--- src/rtl/diffusion_rmw_scheduler_if.sv ---
// Pixel-start handshake plus single-port SRAM bus for the error-diffusion scheduler.
interface diffusion_rmw_scheduler_if #(
    parameter int unsigned RGB_SIZE         = 8,
    parameter int unsigned IMAGE_ADDR_WIDTH = 12
);
    logic                        start;
    logic [IMAGE_ADDR_WIDTH-1:0] px_idx;
    logic [RGB_SIZE:0]           q_err;
    logic                        busy;
    logic                        done;
    logic [IMAGE_ADDR_WIDTH-1:0] sram_addr;
    logic                        sram_rden;
    logic                        sram_wren;
    logic [RGB_SIZE-1:0]         sram_wdata;
    logic [RGB_SIZE-1:0]         sram_rdata;

    // Loop controller / SRAM side
    modport master (
        output start, px_idx, q_err, sram_rdata,
        input  busy, done, sram_addr, sram_rden, sram_wren, sram_wdata
    );

    // Scheduler side
    modport slave (
        input  start, px_idx, q_err, sram_rdata,
        output busy, done, sram_addr, sram_rden, sram_wren, sram_wdata
    );
endinterface

--- src/rtl/diffusion_rmw_scheduler.sv ---
// Floyd-Steinberg read-modify-write sequencer for the four forward neighbours
// (E, SW, S, SE) of one pixel over a single-port image SRAM.
module diffusion_rmw_scheduler #(
    parameter int unsigned IMAGEX           = 64,
    parameter int unsigned IMAGEY           = 64,
    parameter int unsigned RGB_SIZE         = 8,
    parameter int unsigned IMAGE_ADDR_WIDTH = $clog2(IMAGEX * IMAGEY)
) (
    input  logic                      clk,
    input  logic                      rst,
    diffusion_rmw_scheduler_if.slave  bus
);
    localparam int unsigned AW = IMAGE_ADDR_WIDTH;
    localparam int unsigned XW = $clog2(IMAGEX);
    localparam int unsigned YW = AW - XW;
    localparam int unsigned DW = RGB_SIZE;
    localparam int unsigned EW = RGB_SIZE + 1;
    localparam int unsigned PW = RGB_SIZE + 4;
    localparam int unsigned SW = RGB_SIZE + 5;

    typedef enum logic [1:0] {
        S_IDLE = 2'd0,
        S_RD   = 2'd1,
        S_WR   = 2'd2,
        S_FIN  = 2'd3
    } state_t;

    state_t                state_q;
    state_t                state_d;

    logic [AW-1:0]         px_q;
    logic signed [EW-1:0]  err_q;
    // Neighbour mask: [0]=E, [1]=SW, [2]=S, [3]=SE
    logic [3:0]            mask_q;

    logic [XW-1:0]         in_x;
    logic [YW-1:0]         in_y;
    logic                  x_first;
    logic                  x_last;
    logic                  y_last;
    logic [3:0]            cap_mask;

    logic [3:0]            cur_onehot;
    logic [3:0]            mask_rest;
    logic [AW-1:0]         offset;
    logic signed [PW-1:0]  weight;
    logic signed [PW-1:0]  err_ext;
    logic signed [PW-1:0]  product;
    logic signed [PW-1:0]  contrib;
    logic signed [SW-1:0]  sum;
    logic [DW-1:0]         sat;

    logic                  busy_c;
    logic                  done_c;
    logic                  rden_c;
    logic                  wren_c;
    logic [AW-1:0]         addr_c;
    logic [DW-1:0]         wdata_c;

    // Boundary classification of the incoming pixel, used to build the mask at capture
    always_comb begin
        in_x     = bus.px_idx[XW-1:0];
        in_y     = bus.px_idx[AW-1:XW];
        x_first  = (in_x == '0);
        x_last   = (in_x == XW'(IMAGEX - 1));
        y_last   = (in_y == YW'(IMAGEY - 1));
        cap_mask = {~x_last & ~y_last, ~y_last, ~x_first & ~y_last, ~x_last};
    end

    // Current neighbour is the lowest pending mask bit; select its offset and weight
    always_comb begin
        cur_onehot = mask_q & (~mask_q + 4'd1);
        mask_rest  = mask_q & ~cur_onehot;
        offset     = '0;
        weight     = '0;
        case (cur_onehot)
            4'b0001: begin offset = AW'(1);          weight = PW'(7); end
            4'b0010: begin offset = AW'(IMAGEX - 1); weight = PW'(3); end
            4'b0100: begin offset = AW'(IMAGEX);     weight = PW'(5); end
            4'b1000: begin offset = AW'(IMAGEX + 1); weight = PW'(1); end
            default: begin offset = '0;              weight = '0;     end
        endcase
    end

    // Scale the error by weight/16 (floor), add to the read pixel and saturate
    always_comb begin
        err_ext = PW'(err_q);
        product = err_ext * weight;
        contrib = product >>> 4;
        sum     = SW'(signed'({1'b0, bus.sram_rdata})) + SW'(contrib);
        if (sum[SW-1]) begin
            sat = '0;
        end else if (|sum[SW-2:DW]) begin
            sat = '1;
        end else begin
            sat = sum[DW-1:0];
        end
    end

    // State register
    always_ff @(posedge clk) begin
        if (rst) begin
            state_q <= S_IDLE;
        end else begin
            state_q <= state_d;
        end
    end

    // Next-state logic
    always_comb begin
        state_d = state_q;
        case (state_q)
            S_IDLE: begin
                if (bus.start) begin
                    state_d = (|cap_mask) ? S_RD : S_FIN;
                end
            end
            S_RD:    state_d = S_WR;
            S_WR:    state_d = (|mask_rest) ? S_RD : S_FIN;
            S_FIN:   state_d = S_IDLE;
            default: state_d = S_IDLE;
        endcase
    end

    // Pixel/error capture and per-neighbour mask retirement
    always_ff @(posedge clk) begin
        if (rst) begin
            px_q   <= '0;
            err_q  <= '0;
            mask_q <= '0;
        end else if (state_q == S_IDLE && bus.start) begin
            px_q   <= bus.px_idx;
            err_q  <= bus.q_err;
            mask_q <= cap_mask;
        end else if (state_q == S_WR) begin
            mask_q <= mask_rest;
        end
    end

    // Output decode from the registered state
    always_comb begin
        busy_c  = 1'b0;
        done_c  = 1'b0;
        rden_c  = 1'b0;
        wren_c  = 1'b0;
        addr_c  = '0;
        wdata_c = '0;
        case (state_q)
            S_RD: begin
                busy_c = 1'b1;
                rden_c = 1'b1;
                addr_c = px_q + offset;
            end
            S_WR: begin
                busy_c  = 1'b1;
                wren_c  = 1'b1;
                addr_c  = px_q + offset;
                wdata_c = sat;
            end
            S_FIN: begin
                busy_c = 1'b1;
                done_c = 1'b1;
            end
            default: begin
                busy_c = 1'b0;
            end
        endcase
    end

    assign bus.busy       = busy_c;
    assign bus.done       = done_c;
    assign bus.sram_rden  = rden_c;
    assign bus.sram_wren  = wren_c;
    assign bus.sram_addr  = addr_c;
    assign bus.sram_wdata = wdata_c;

endmodule

--- src/flat_wrapper.sv ---
// flat-port wrapper written by rule: the top's interface ports become plain ports
module diffusion_rmw_scheduler_flat 
#(
    parameter int unsigned IMAGEX           = 64,
    parameter int unsigned IMAGEY           = 64,
    parameter int unsigned RGB_SIZE         = 8,
    parameter int unsigned IMAGE_ADDR_WIDTH = $clog2(IMAGEX * IMAGEY)
)
  (clk, rst, bus_start, bus_px_idx, bus_q_err, bus_sram_rdata, bus_busy, bus_done, bus_sram_addr, bus_sram_rden, bus_sram_wren, bus_sram_wdata);
  diffusion_rmw_scheduler_if #(.RGB_SIZE(RGB_SIZE), .IMAGE_ADDR_WIDTH(IMAGE_ADDR_WIDTH)) bus_i ();
  input  logic clk;
  input  logic rst;
  input wire logic [$bits(bus_i.start)-1:0] bus_start;
  input wire logic [$bits(bus_i.px_idx)-1:0] bus_px_idx;
  input wire logic [$bits(bus_i.q_err)-1:0] bus_q_err;
  input wire logic [$bits(bus_i.sram_rdata)-1:0] bus_sram_rdata;
  output wire logic [$bits(bus_i.busy)-1:0] bus_busy;
  output wire logic [$bits(bus_i.done)-1:0] bus_done;
  output wire logic [$bits(bus_i.sram_addr)-1:0] bus_sram_addr;
  output wire logic [$bits(bus_i.sram_rden)-1:0] bus_sram_rden;
  output wire logic [$bits(bus_i.sram_wren)-1:0] bus_sram_wren;
  output wire logic [$bits(bus_i.sram_wdata)-1:0] bus_sram_wdata;
  assign bus_i.start = bus_start;
  assign bus_i.px_idx = bus_px_idx;
  assign bus_i.q_err = bus_q_err;
  assign bus_i.sram_rdata = bus_sram_rdata;
  assign bus_busy = bus_i.busy;
  assign bus_done = bus_i.done;
  assign bus_sram_addr = bus_i.sram_addr;
  assign bus_sram_rden = bus_i.sram_rden;
  assign bus_sram_wren = bus_i.sram_wren;
  assign bus_sram_wdata = bus_i.sram_wdata;
  diffusion_rmw_scheduler #(.IMAGEX(IMAGEX), .IMAGEY(IMAGEY), .RGB_SIZE(RGB_SIZE), .IMAGE_ADDR_WIDTH(IMAGE_ADDR_WIDTH)) u_core (.clk(clk), .rst(rst), .bus(bus_i));
endmodule
--- config.mk ---
export PLATFORM = sky130hd
export DESIGN_NAME = diffusion_rmw_scheduler_flat
export DESIGN_NICKNAME = d
export VERILOG_FILES = /design/src/rtl/diffusion_rmw_scheduler_if.sv /design/src/rtl/diffusion_rmw_scheduler.sv /design/src/flat_wrapper.sv
export SDC_FILE = /design/constraint.sdc
export NUM_CORES = 1
export LEC_CHECK = 0
export CAP_MARGIN = 20
export CORE_MARGIN = 2
export CORE_UTILIZATION = 54
export CTS_CLUSTER_DIAMETER = 120
export DETAILED_ROUTE_END_ITERATION = 12
export PLACE_DENSITY = 0.84
export SLEW_MARGIN = 20
export SYNTH_ARGS = -nofsm -noshare
export SYNTH_HDL_FRONTEND = slang
export SYNTH_SLANG_ARGS = --single-unit
--- constraint.sdc ---
create_clock -name clk -period 8.5 [get_ports clk]
set_clock_uncertainty 0.1 [all_clocks]
set_input_delay 1.7 -clock clk [delete_from_list [all_inputs] [get_ports clk]]
set_output_delay 1.7 -clock clk [all_outputs]
set_load 0.1 [all_outputs]
==> flow_summary.ini <==
[yosys]
postSynth.asyncResetShare = 0
synth.distinct_cells = 55
ys.warnings.count = 0
synth_top_flop_cell = dfxtp_1
post-synth-top-area-fraction = 0.177
synth_common_cells = nand2_1 (59), a21oi_1 (45), ha_1 (39)
synthDominantAreaCellType = dfxtp_1
cell_count_after_synthesis = 401
flip_flop_and_latch_count_after_synthesis = 27
synth_area_per_cell_um2 = 7.61
synthTopCellsByArea = dfxtp_1 (18%), ha_1 (16%), a21oi_1 (7.4%), nand2_1 (7.3%), fa_1 (6.6%)
post-synth-top-count-cell = nand2_1
synth-edff-count = 0
synth_seq_area_share = 0.177
postSynthNetCount = 482
mappedNetlistArea_um2 = 3050

[worst_setup_path]
critical_path.n_buffers_inverters = 4
regToRegSetupSlack_ps = 6430
r2r.worst_path.cells = 5
max_stage_delay_ps = 770
cp-end-kind = primary output
critical_path.reg2reg.endpoint = u_core.mask_q[1]$_SDFFE_PP0P_
arrival_time_of_data_at_the_critical_path_endpoint_ps = 6210
required_ps = 6700
setup.worst_path.class = reg -> out
critical_path_cell_count = 21
critical_path.slowest_cell = a311oi_1
worstPathMaxFanout = 9
start_kind = flip-flop
setup.worst_path.end = bus_sram_wdata[2]
r2r-start = u_core.state_q[0]$_SDFFE_PP0P_
cp_top_family = compound AO/OA/AOI/OAI gates
path_cells = inv_1 > a21oi_1 > nor2b_1 > ha_1 > inv_1 > fa_1 > inv_1 > ha_1 > nand3_1 > o21ai_0 > a21oi_1 > o21ai_0 > o22ai_1 > xnor2_1 > ha_1 > nand4_1 > a311oi_1 > nor2_1 > o21bai_2 > a311oi_2 > buf_4
worstSetupStartpoint = u_core.mask_q[1]$_SDFFE_PP0P_

[clock_tree]
cts_hold_repair.buffers = 0
htree_num_levels = 1
clock_root_buffer = clkbuf_8
cts.path.max_buffers = 2
cts_made_buffers = 3
path_clk_slew_ps = 100
clk_latency_ps = 270
cts-resized-gates = 0
number_of_sinks_handled_by_clock_tree_synthesis = 27
tritoncts = done
post_cts_setup_repair_buffer_count = 0

[detailed_routing]
routed_wire_length_per_instance_um = 14.0
vias_per_cell = 5.73
number_of_detailed_routing_iterations_run_before_antenna_repair = 5
drcViolationCount = 0
detailroute.via_count = 2974
postRouteWirelength_um = 7240
postRouteAntennaNets = 0
drt_iter0_markers = 94

[global_route]
grt_util_all_layers = 0.234
antenna_found_initial = 0
grt_start_max_net_pins = 28
globalRoute.totalOverflow = 0
grt_pass1_wl_um = 12100
number_of_global_route_vias_before_repair = 2860

[sta]
rsz0062_at_grt = no
final_hold_viol_count = 0
setup_total_negative_slack_ps = 0
finalSetupViolations = 0
min_period_ps = 8010
timing.final.crit_share = 0.942
max_freq_mhz = 125
number_of_max_slew_violations_in_the_final_report = 0
timing.slew.headroom = 0.335
timing_worst_slew_pin_value_ps = 994

[min_path]
timing.hold.worst.class = reg -> reg

[power]
power.ir.vdd_worst_mv = 0.241
power_density_nw_per_um2 = 283
post-layout-total-power_mw = 1.03
power.leakage_nw = 1.56

[die]
floorplan.die.width_um = 79.2
core_area_um2 = 5470
die_area_um2 = 6270
floorplan.rows = 27
floorplan.initialDensity = 0.557
floorplan.die.height_um = 79.2
top_level_ports = 56

[cells_and_area]
design.final.nets = 529
multi_input_area_um2 = 2300
fill_cells = 491
antennaDiodeCount = 0
proportion_of_layout_cells_with_a_drive_suffix_above_1 = 0.0515
area.sequential_um2 = 541
syn2layout_area_growth_pct = 19.8

[job]
maxCapViolCount = 0

[status]
status = completed

[place]
globalplace.congestion = 0.932
post-dp-hpwl_um = 5860
port_buffers = 55
==> per-stage QoR <==
| step | instances | worst slack (ps) | hold slack (ps) | cell area (um2) | utilization |
|---|---|---|---|---|---|
| 2_1_floorplan | 401 | 577 | 341 | 3060 | - |
| 3_3_place_gp | 515 | 1140 | 347 | 3610 | 0.659 |
| 3_5_place_dp | 515 | 896 | 356 | 3610 | 0.659 |
| 4_1_cts | 519 | 557 | 368 | 3650 | 0.668 |
| 5_1_grt | 519 | 103 | 403 | 3650 | 0.668 |
| 6_report | 519 | 491 | 368 | 3650 | 0.668 |
==> placed cells by master, fill, tap and decap left out, drive strengths merged, types with 8 or more instances in the layout <==
| master | netlist | final |
|---|---|---|
| dfxtp | 27 | 27 |
| inv | 37 | 37 |
| a31oi | 8 | 8 |
| xnor2 | 15 | 15 |
| clkdlybuf4s50 | 0 | 47 |
| a21oi | 45 | 45 |
| fa | 10 | 10 |
| o21ai | 12 | 12 |
| nor2b | 14 | 14 |
| ha | 39 | 39 |
| nand3 | 10 | 10 |
| nand2 | 60 | 60 |
| buf | 4 | 8 |
| nand4 | 9 | 9 |
| nor2 | 26 | 26 |
==> worst reg2reg max path: cells and delay by family, from the launching register on <==
family | cells | cell delay (ps)
buffers and inverters | 1 | 110
AO/OA/AOI/OAI | 2 | 500
AND/OR/NAND/NOR | 1 | 710
flip-flops | 1 | 350
adder cells (fa/ha/maj) | 1 | 210
==> cells by family after synthesis <==
kind of cell             count (synthesis)  share of synthesized area
XOR/XNOR                                19                     0.0607
AND/OR/NAND/NOR                        147                      0.242
AO/OA/AOI/OAI                          106                      0.221
flip-flops                              27                      0.177
buffers and inverters                   52                     0.0705
adder cells (fa/ha/maj)                 50                      0.229
==> state kept, by name, indices dropped and copies added (netlist names) <==
register,cells
u_core.mask_q,4
u_core.px_q,12
u_core.err_q,9
u_core.state_q,2
==> routing by layer <==
layer	track usage	vias to the layer above	wire, um
li1	-	1491	-
met1	0.285	1367	3160
met2	0.426	106	3610
met3	0.0261	10	345
met4	0.0793	0	125
met5	0	-	0
==> report_power, final <==
| group | internal (mW) | leakage (nW) | switching (mW) |
|---|---|---|---|
| clock network | 0.0336 | 0.0228 | 0.0396 |
| logic | 0.239 | 1.31 | 0.543 |
| registers | 0.151 | 0.222 | 0.0280 |
==> worst min path at each step <==
stage,start,to,slack [ps],cells after the start
6_report,u_core.px_q[6]$_SDFFE_PP0P_,u_core.px_q[6]$_SDFFE_PP0P_,370,2
5_1_grt,u_core.px_q[0]$_SDFFE_PP0P_,u_core.px_q[0]$_SDFFE_PP0P_,400,2
4_1_cts,u_core.px_q[0]$_SDFFE_PP0P_,u_core.px_q[0]$_SDFFE_PP0P_,370,2
3_5_place_dp,u_core.px_q[6]$_SDFFE_PP0P_,u_core.px_q[6]$_SDFFE_PP0P_,360,2
3_3_place_gp,u_core.px_q[6]$_SDFFE_PP0P_,u_core.px_q[6]$_SDFFE_PP0P_,350,2
2_1_floorplan,u_core.px_q[0]$_SDFFE_PP0P_,u_core.px_q[0]$_SDFFE_PP0P_,340,2
==> layout make-up <==
type / instances / area share
timing repair buffer: 55 / 0.145
inverter: 39 / 0.0401
clock buffer: 4 / 0.0123
sequential: 27 / 0.148
tap: 72 / 0.0247
multi-input combinational: 322 / 0.630
Power figures use the tool's default switching activity.
